**src/rtl/prog_rom.sv**
```systemverilog
// prog_rom: synchronous program memory for the instruction-fetch path.
// It has a pipelined read port with a request/valid handshake and a read
// latency of 1 or 2. A streaming load port lets a boot source fill the
// memory one word at a time.
// Reads of addresses past DEPTH return FILL_VALUE. After reset, every
// entry also holds FILL_VALUE.
module prog_rom #(
    parameter int unsigned DATA_WIDTH   = 26,
    parameter int unsigned ADDR_WIDTH   = 16,
    parameter int unsigned DEPTH        = 16,
    parameter int unsigned FILL_VALUE   = 8,
    parameter int unsigned READ_LATENCY = 1
) (
    input  logic                         clk,
    input  logic                         rst_n,
    input  logic                         rd_req,
    output logic                         rd_ready,
    input  logic [ADDR_WIDTH-1:0]        ADDR,
    output logic                         rd_valid,
    output logic [DATA_WIDTH-1:0]        data,
    input  logic                         load_en,
    input  logic                         load_valid,
    output logic                         load_ready,
    input  logic [DATA_WIDTH-1:0]        load_data,
    output logic                         load_done,
    output logic [$clog2(DEPTH+1)-1:0]   load_count
);

    localparam int unsigned CNT_W = $clog2(DEPTH + 1);
    localparam int unsigned PTR_W = (DEPTH > 1) ? $clog2(DEPTH) : 1;

    localparam logic [DATA_WIDTH-1:0] FILL     = DATA_WIDTH'(FILL_VALUE);
    localparam logic [PTR_W-1:0]      LAST_PTR = PTR_W'(DEPTH - 1);
    localparam logic [CNT_W-1:0]      FULL_CNT = CNT_W'(DEPTH);

    typedef enum logic [1:0] {
        IDLE = 2'd0,
        LOAD = 2'd1,
        DONE = 2'd2
    } load_state_t;

    load_state_t             state;
    load_state_t             state_d;
    logic [PTR_W-1:0]        ptr;
    logic [PTR_W-1:0]        ptr_d;
    logic [CNT_W-1:0]        count_d;
    logic                    wr_en;

    logic [DATA_WIDTH-1:0]   mem [DEPTH];

    logic                    rd_accept;
    logic                    addr_hit;
    logic [DATA_WIDTH-1:0]   rd_word;

    // Handshake flags are decoded straight from the state register
    assign load_ready = (state == LOAD);
    assign load_done  = (state == DONE);
    assign rd_ready   = (state != LOAD);

    // Load FSM state register
    always_ff @(posedge clk or negedge rst_n) begin
        if (!rst_n) begin
            state <= IDLE;
        end else begin
            state <= state_d;
        end
    end

    // Load FSM next state, write strobe, pointer and count updates
    always_comb begin
        state_d = state;
        ptr_d   = ptr;
        count_d = load_count;
        wr_en   = 1'b0;
        case (state)
            IDLE: begin
                if (load_en) begin
                    state_d = LOAD;
                    ptr_d   = '0;
                    count_d = '0;
                end
            end
            LOAD: begin
                if (!load_en) begin
                    // Abort: words already written stay, the beat in this cycle is dropped
                    state_d = IDLE;
                    count_d = '0;
                end else if (load_valid) begin
                    wr_en = 1'b1;
                    if (ptr == LAST_PTR) begin
                        // Pointer parks on the last entry; count saturates at DEPTH
                        state_d = DONE;
                        count_d = FULL_CNT;
                    end else begin
                        ptr_d   = ptr + PTR_W'(1);
                        count_d = load_count + CNT_W'(1);
                    end
                end
            end
            DONE: begin
                count_d = FULL_CNT;
                if (!load_en) begin
                    state_d = IDLE;
                    count_d = '0;
                end
            end
            default: begin
                state_d = IDLE;
                count_d = '0;
            end
        endcase
    end

    // Load pointer and word counter registers
    always_ff @(posedge clk or negedge rst_n) begin
        if (!rst_n) begin
            ptr        <= '0;
            load_count <= '0;
        end else begin
            ptr        <= ptr_d;
            load_count <= count_d;
        end
    end

    // Storage array; reset restores the fill pattern in every entry
    always_ff @(posedge clk or negedge rst_n) begin
        if (!rst_n) begin
            for (int i = 0; i < DEPTH; i++) begin
                mem[i] <= FILL;
            end
        end else if (wr_en) begin
            mem[ptr] <= load_data;
        end
    end

    // Read fetch: out-of-range addresses return the fill value
    always_comb begin
        rd_accept = rd_req && rd_ready;
        addr_hit  = ({1'b0, ADDR} < (ADDR_WIDTH + 1)'(DEPTH));
        rd_word   = FILL;
        if (addr_hit) begin
            rd_word = mem[ADDR[PTR_W-1:0]];
        end
    end

    if (READ_LATENCY == 1) begin : g_lat1

        // Single-stage read: data and valid register at the accepting edge
        always_ff @(posedge clk or negedge rst_n) begin
            if (!rst_n) begin
                rd_valid <= 1'b0;
                data     <= FILL;
            end else begin
                rd_valid <= rd_accept;
                if (rd_accept) begin
                    data <= rd_word;
                end
            end
        end

    end else begin : g_lat2

        logic                  s1_valid;
        logic [DATA_WIDTH-1:0] s1_word;

        // Two-stage read: fetched word passes one extra register before data
        always_ff @(posedge clk or negedge rst_n) begin
            if (!rst_n) begin
                s1_valid <= 1'b0;
                s1_word  <= FILL;
                rd_valid <= 1'b0;
                data     <= FILL;
            end else begin
                s1_valid <= rd_accept;
                if (rd_accept) begin
                    s1_word <= rd_word;
                end
                rd_valid <= s1_valid;
                if (s1_valid) begin
                    data <= s1_word;
                end
            end
        end

    end

endmodule

```
**config.mk**
```make
export PLATFORM = sky130hd
export DESIGN_NAME = prog_rom
export DESIGN_NICKNAME = d
export VERILOG_FILES = /design/src/rtl/prog_rom.sv
export SDC_FILE = /design/constraint.sdc
export NUM_CORES = 1
export LEC_CHECK = 0
export CORE_MARGIN = 5
export CORE_UTILIZATION = 55
export DETAILED_ROUTE_END_ITERATION = 10
export PLACE_DENSITY = 0.7
export SLEW_MARGIN = 10
export SYNTH_ARGS = -nofsm -noshare
export SYNTH_HDL_FRONTEND = slang
export SYNTH_SLANG_ARGS = --single-unit
```
**constraint.sdc**
```tcl
create_clock -name clk -period 3.55 [get_ports clk]
set_input_delay 0.8875 -clock clk [delete_from_list [all_inputs] [get_ports clk]]
set_output_delay 0.8875 -clock clk [all_outputs]
set_load 0.05 [all_outputs]
```
After elaboration in Yosys (flattened, before gate mapping)
Cells that the tools add are included.
{"block": "word_totals", "output_inout_bits": 35, "elab_cells": 74, "input_bits": 47, "register_bits": 454}
{"block": "op_classes", "reduce_logical": 7, "n_addsub": 2, "bitwise": 2, "muxes": 27, "eq_ne": 11, "n_lt_le_gt_ge": 4}
{"cell": "$bwmux W416", "n": 1}
{"cell": "$bmux W26 S4", "n": 1}
{"cell": "$demux W26 S4", "n": 1}
{"cell": "$mux W26", "n": 4}
{"cell": "$mux W5", "n": 5}
{"cell": "$lt A16 B5 Y1 const B", "n": 1}
{"cell": "$mux W4", "n": 4}
{"cell": "$pmux W5 S3", "n": 1}
{"cell": "$ge A5 B5 Y1 const B", "n": 2}
{"cell": "$mux W2", "n": 5}
{"cell": "$ne A2 B2 Y1 const B", "n": 5}
{"cell": "$not A4 Y5", "n": 2}
{"cell": "$pmux W4 S2", "n": 1}
{"cell": "$pmux W2 S3", "n": 1}
{"cell": "$add A5 B1 Y5 const B", "n": 1}
{"cell": "$lt A5 B1 Y1 const B", "n": 1}
{"cell": "$reduce_and A5 Y1", "n": 1}
{"cell": "$add A4 B1 Y4 const B", "n": 1}
{"cell": "$eq A4 B4 Y1 const B", "n": 1}
{"cell": "$reduce_and A4 Y1", "n": 1}
{"cell": "$mux W1", "n": 3}
{"cell": "$ne A3 B2 Y1 const B", "n": 1}
{"cell": "$ne A3 B3 Y1 const B", "n": 1}
{"cell": "$eq A2 B1 Y1 const B", "n": 1}
{"cell": "6 further kinds", "n": 7}

Longest topological paths before layout
Gate-level depths: netlist (run 1).
{"block": "depth", "ltp_word": 6, "mapped_depth": 8, "ltp_nobuf": 8}

Least setup slack after synthesis (run 1)
No wires, ideal clock.
{"block": "synth_path", "path_kind": "flip-flop to flip-flop", "startpoint": "reg state[1]", "endpoint": "reg data[10]", "stages_incl_launch_ff": 9, "arrival_time_ns": 2.331, "required_ns": 3.415, "slack_ns": 1.085, "path_buffers": 1, "synth_period_minus_slack_ns": 2.465, "cell_sequence": "dfrtp_1 inv_1 ha_1 inv_1 nand2_1 inv_1 nand4_1 clkbuf_1 o31ai_1"}
{"block": "synth_via", "elab_chain_len": 2}
{"item": "start: declaration", "line_no": "42", "source": "load_state_t state;"}
{"item": "start signal: assignment", "line_no": "65", "source": "state <= state_d;"}
{"item": "$ne A2 B1 Y1", "line_no": "58", "source": "assign rd_ready = (state != LOAD);"}
{"item": "named net rd_ready", "line_no": "17", "source": "output logic rd_ready,"}
{"item": "$logic_and A1 B1 Y1", "line_no": "138", "source": "rd_accept = rd_req && rd_ready;"}
{"item": "named net rd_accept", "line_no": "51", "source": "logic rd_accept;"}
{"item": "end signal: assignment", "line_no": "156", "source": "data <= rd_word;"}
{"item": "end: declaration", "line_no": "20", "source": "output logic [DATA_WIDTH-1:0] data,"}
The timed path passes the listed nets, and every way through them passes these cells.
A chain may end at the register's enable or synchronous reset.

Final worst setup path (run 1)
{"block": "layout_path", "startpoint": "reg state[1]", "endpoint": "out rd_ready"}
{"block": "layout_via", "elab_chain_len": 1}
{"item": "$ne A2 B1 Y1", "line_no": "58"}
{"item": "end: declaration", "line_no": "17"}
No other way between the ends.

==> results of run 1 <==
cell families after synthesis:
logic type,after synthesis,share of synthesized area (%)
compound gates,121,3.74
buf+inv,125,3.03
mux,624,32.6
flops,454,54.6
fa+ha+maj,9,0.541
xor+xnor,3,0.126
simple gates,209,5.33
synth_stat cells (15+ instances only):
cell type  number
nor3_1         26
nand2_1        33
mux2i_1       198
mux2_1         32
mux2_2        393
o22ai_1        52
o21ai_0        29
o31ai_1        26
nor2_1         79
clkbuf_1       54
dfstp_2        17
dfrtp_1       437
buf_2          37
buf_4          15
nor4_1         27
area by class of cell:
class / instances / area [um2] / share of cell area, %
timing repair buffer: 138 / 1580 / 6.59
sequential: 454 / 11400 / 47.5
tap: 511 / 639 / 2.67
clock inverter: 9 / 83.8 / 0.350
multi-input combinational: 966 / 8830 / 36.8
clock buffer: 70 / 1440 / 6.02
inverter: 7 / 26.3 / 0.110
registers in the layout, indices dropped and copies added (netlist names):
register    flops
load_count      5
ptr             4
state           2
data           26
mem           416
rd_valid        1
through the flow:
step / util (%) / power (mW) / worst slack, ns
after global routing: 64.0 / 14.3 / 0.390
after floorplan: - / 8.16 / 1.08
final: 64.0 / 13.6 / 0.492
after CTS: 64.0 / 13.8 / 0.449
after detailed placement: 59.9 / 8.90 / 0.435
after global placement: 59.9 / 8.79 / 0.481
placed cells by master (no fill, tap or decap), drive strengths merged, types with 17 or more instances in the layout:
master,instances
dfrtp,437
mux2,425
mux2i,198
nor2,91
clkdlybuf4s50,78
clkbuf,70
buf,60
o22ai,52
nand2,37
nor3,30
o21ai,29
nor4,27
o31ai,26
dfstp,17
path summary, 6_finish.rpt:
| check | end | cells past startpoint |
|---|---|---|
| setup / recovery | rd_ready | 4 |
| hold / removal | load_count[3] | 1 |
| setup reg to reg | mem[378] | 7 |
| hold reg to reg | data[16] | 2 |
| max in group asynchronous | mem[31] | 2 |
| min in group clk | data[16] | 2 |
routing by layer:
metal	share of wire (%)	routed length [um]	track usage (%)	vias to the layer above
met5	0	0	0	-
li1	-	-	-	5716
met1	45	21800	33.0	6663
met4	1.7	821	5.48	0
met3	3.3	1560	2.93	64
met2	50	23800	39.8	177
critical path, stage by stage (launching register included):
cell             delay, ns
dfrtp_1               0.36
inv_1                 0.09
ha_1                  0.25
inv_1                 0.10
clkdlybuf4s50_1       0.81
power by group:
| part | total (mW) | internal (mW) | switching (mW) |
|---|---|---|---|
| combinational | 2.27 | 1.18 | 1.10 |
| sequential | 6.52 | 6.07 | 0.451 |
| clock | 4.85 | 2.86 | 1.99 |
==> flow_summary.ini, run 1 <==
[cts]
cts_sinks = 454
cts_tree = yes
post_cts_buffers = 0
root_buffer = clkbuf_16
clock_latency_ns = 0.58
path_clk_slew_ns = 0.06
cts.repair.resized = 0
hold_buffers = 0
clk_path_buf_depth = 3
htreeDepth = 2
cts_buffers = 47

[yosys]
synth_warnings = 0
async_flop_share_pct = 100
synthCells = 1545
synthFlopType = dfrtp_1
synth-edff-count = 0
yosysTopAreaCell = dfrtp_1
synth.distinct_cells = 46
seq_area_frac_synth_pct = 54.6
syn-cell-area_um2 = 20800
yosys_register_bits = 454
yosysTopAreaCellShare_pct = 52.5
postSynthAreaPerCell_um2 = 13.5
synthTopCellsByArea = dfrtp_1, mux2_2, mux2i_1
syn_nets = 1601

[grt]
grtUsageTotal_pct = 23.6
grt_max_degree = 98
grt_pass1_wl_mm = 77.7
grt-ovfl-total = 0
antenna_found_initial = 0
grt_pass1_vias = 13700

[power]
ir_worst_vdd_mv = 0.418
p_per_area_nw_per_um2 = 569
p_leak_nw = 11.4

[sta]
rsz0062_at_grt = false
hold_ws_ns = 0.358
finalHoldViolations = 0
max_freq_mhz = 327
finalCriticalPeriod_ns = 3.06
worstMarginPinSlew_ns = 0.803
tns_ns = 0
setup_viol = 0
fin_skew_ns = 0.0217
final.period_utilization_pct = 86.1
final_max_slew_viol_count = 0
slew_headroom_pct = 46.4

[placement]
placed_area_um2 = 22500
dp_hpwl_mm = 28.2
portBuffers = 81
routabilityCongestion = 0.753
dp.cells = 2076

[setup_path]
rrSetupSlack_ns = 1.08
path_class = reg -> out
critPathCaptureType = primary output
critPathLaunchType = flop
r2r_start = state[1]
cp_data_required_time_ns = 2.66
worstPathMaxFanout = 5
crit_arrival_ns = 2.17
crit_start = state[1]

[floorplanning]
ios = 82
coreArea_um2 = 37500
dieWidth_um = 205
start_util_pct = 55.6
die_h_um = 205
die_area_um2 = 41900
num_rows = 71

[status]
status = finished clean

[cells_and_area]
syn_to_final_growth_pct = 15.1
final_layout_size_suffix_gt1_share_pct = 34.7
design_area_um2 = 24000
finalNetCount = 1670
antenna_cells = 0
instances_no_fill = 2155
fill_cells = 2917

[hold_path]
worstHoldPathType = in -> async

[detailed_routing]
vias = 12600
dr.pass1.iters = 4
wl_per_cell_um = 22.2
drt_iter0_markers = 618
wirelength_mm = 47.9
avgViaCountPerCell = 5.86
drc = 0
postRouteAntennaNets = 0

[flow_run]
cap_violations = 0
(Power assumes the default switching activity.)
==> run 2, diff against run 1 <==
--- a/config.mk
+++ b/config.mk
@@ -8,6 +8,7 @@
 export CORE_MARGIN = 5
 export CORE_UTILIZATION = 55
 export DETAILED_ROUTE_END_ITERATION = 10
+export HOLD_SLACK_MARGIN = 0.15
 export PLACE_DENSITY = 0.7
 export SLEW_MARGIN = 10
 export SYNTH_ARGS = -nofsm -noshare
==> results of run 2 <==
Final layout, timing and power as in run 1 (identical DEF).
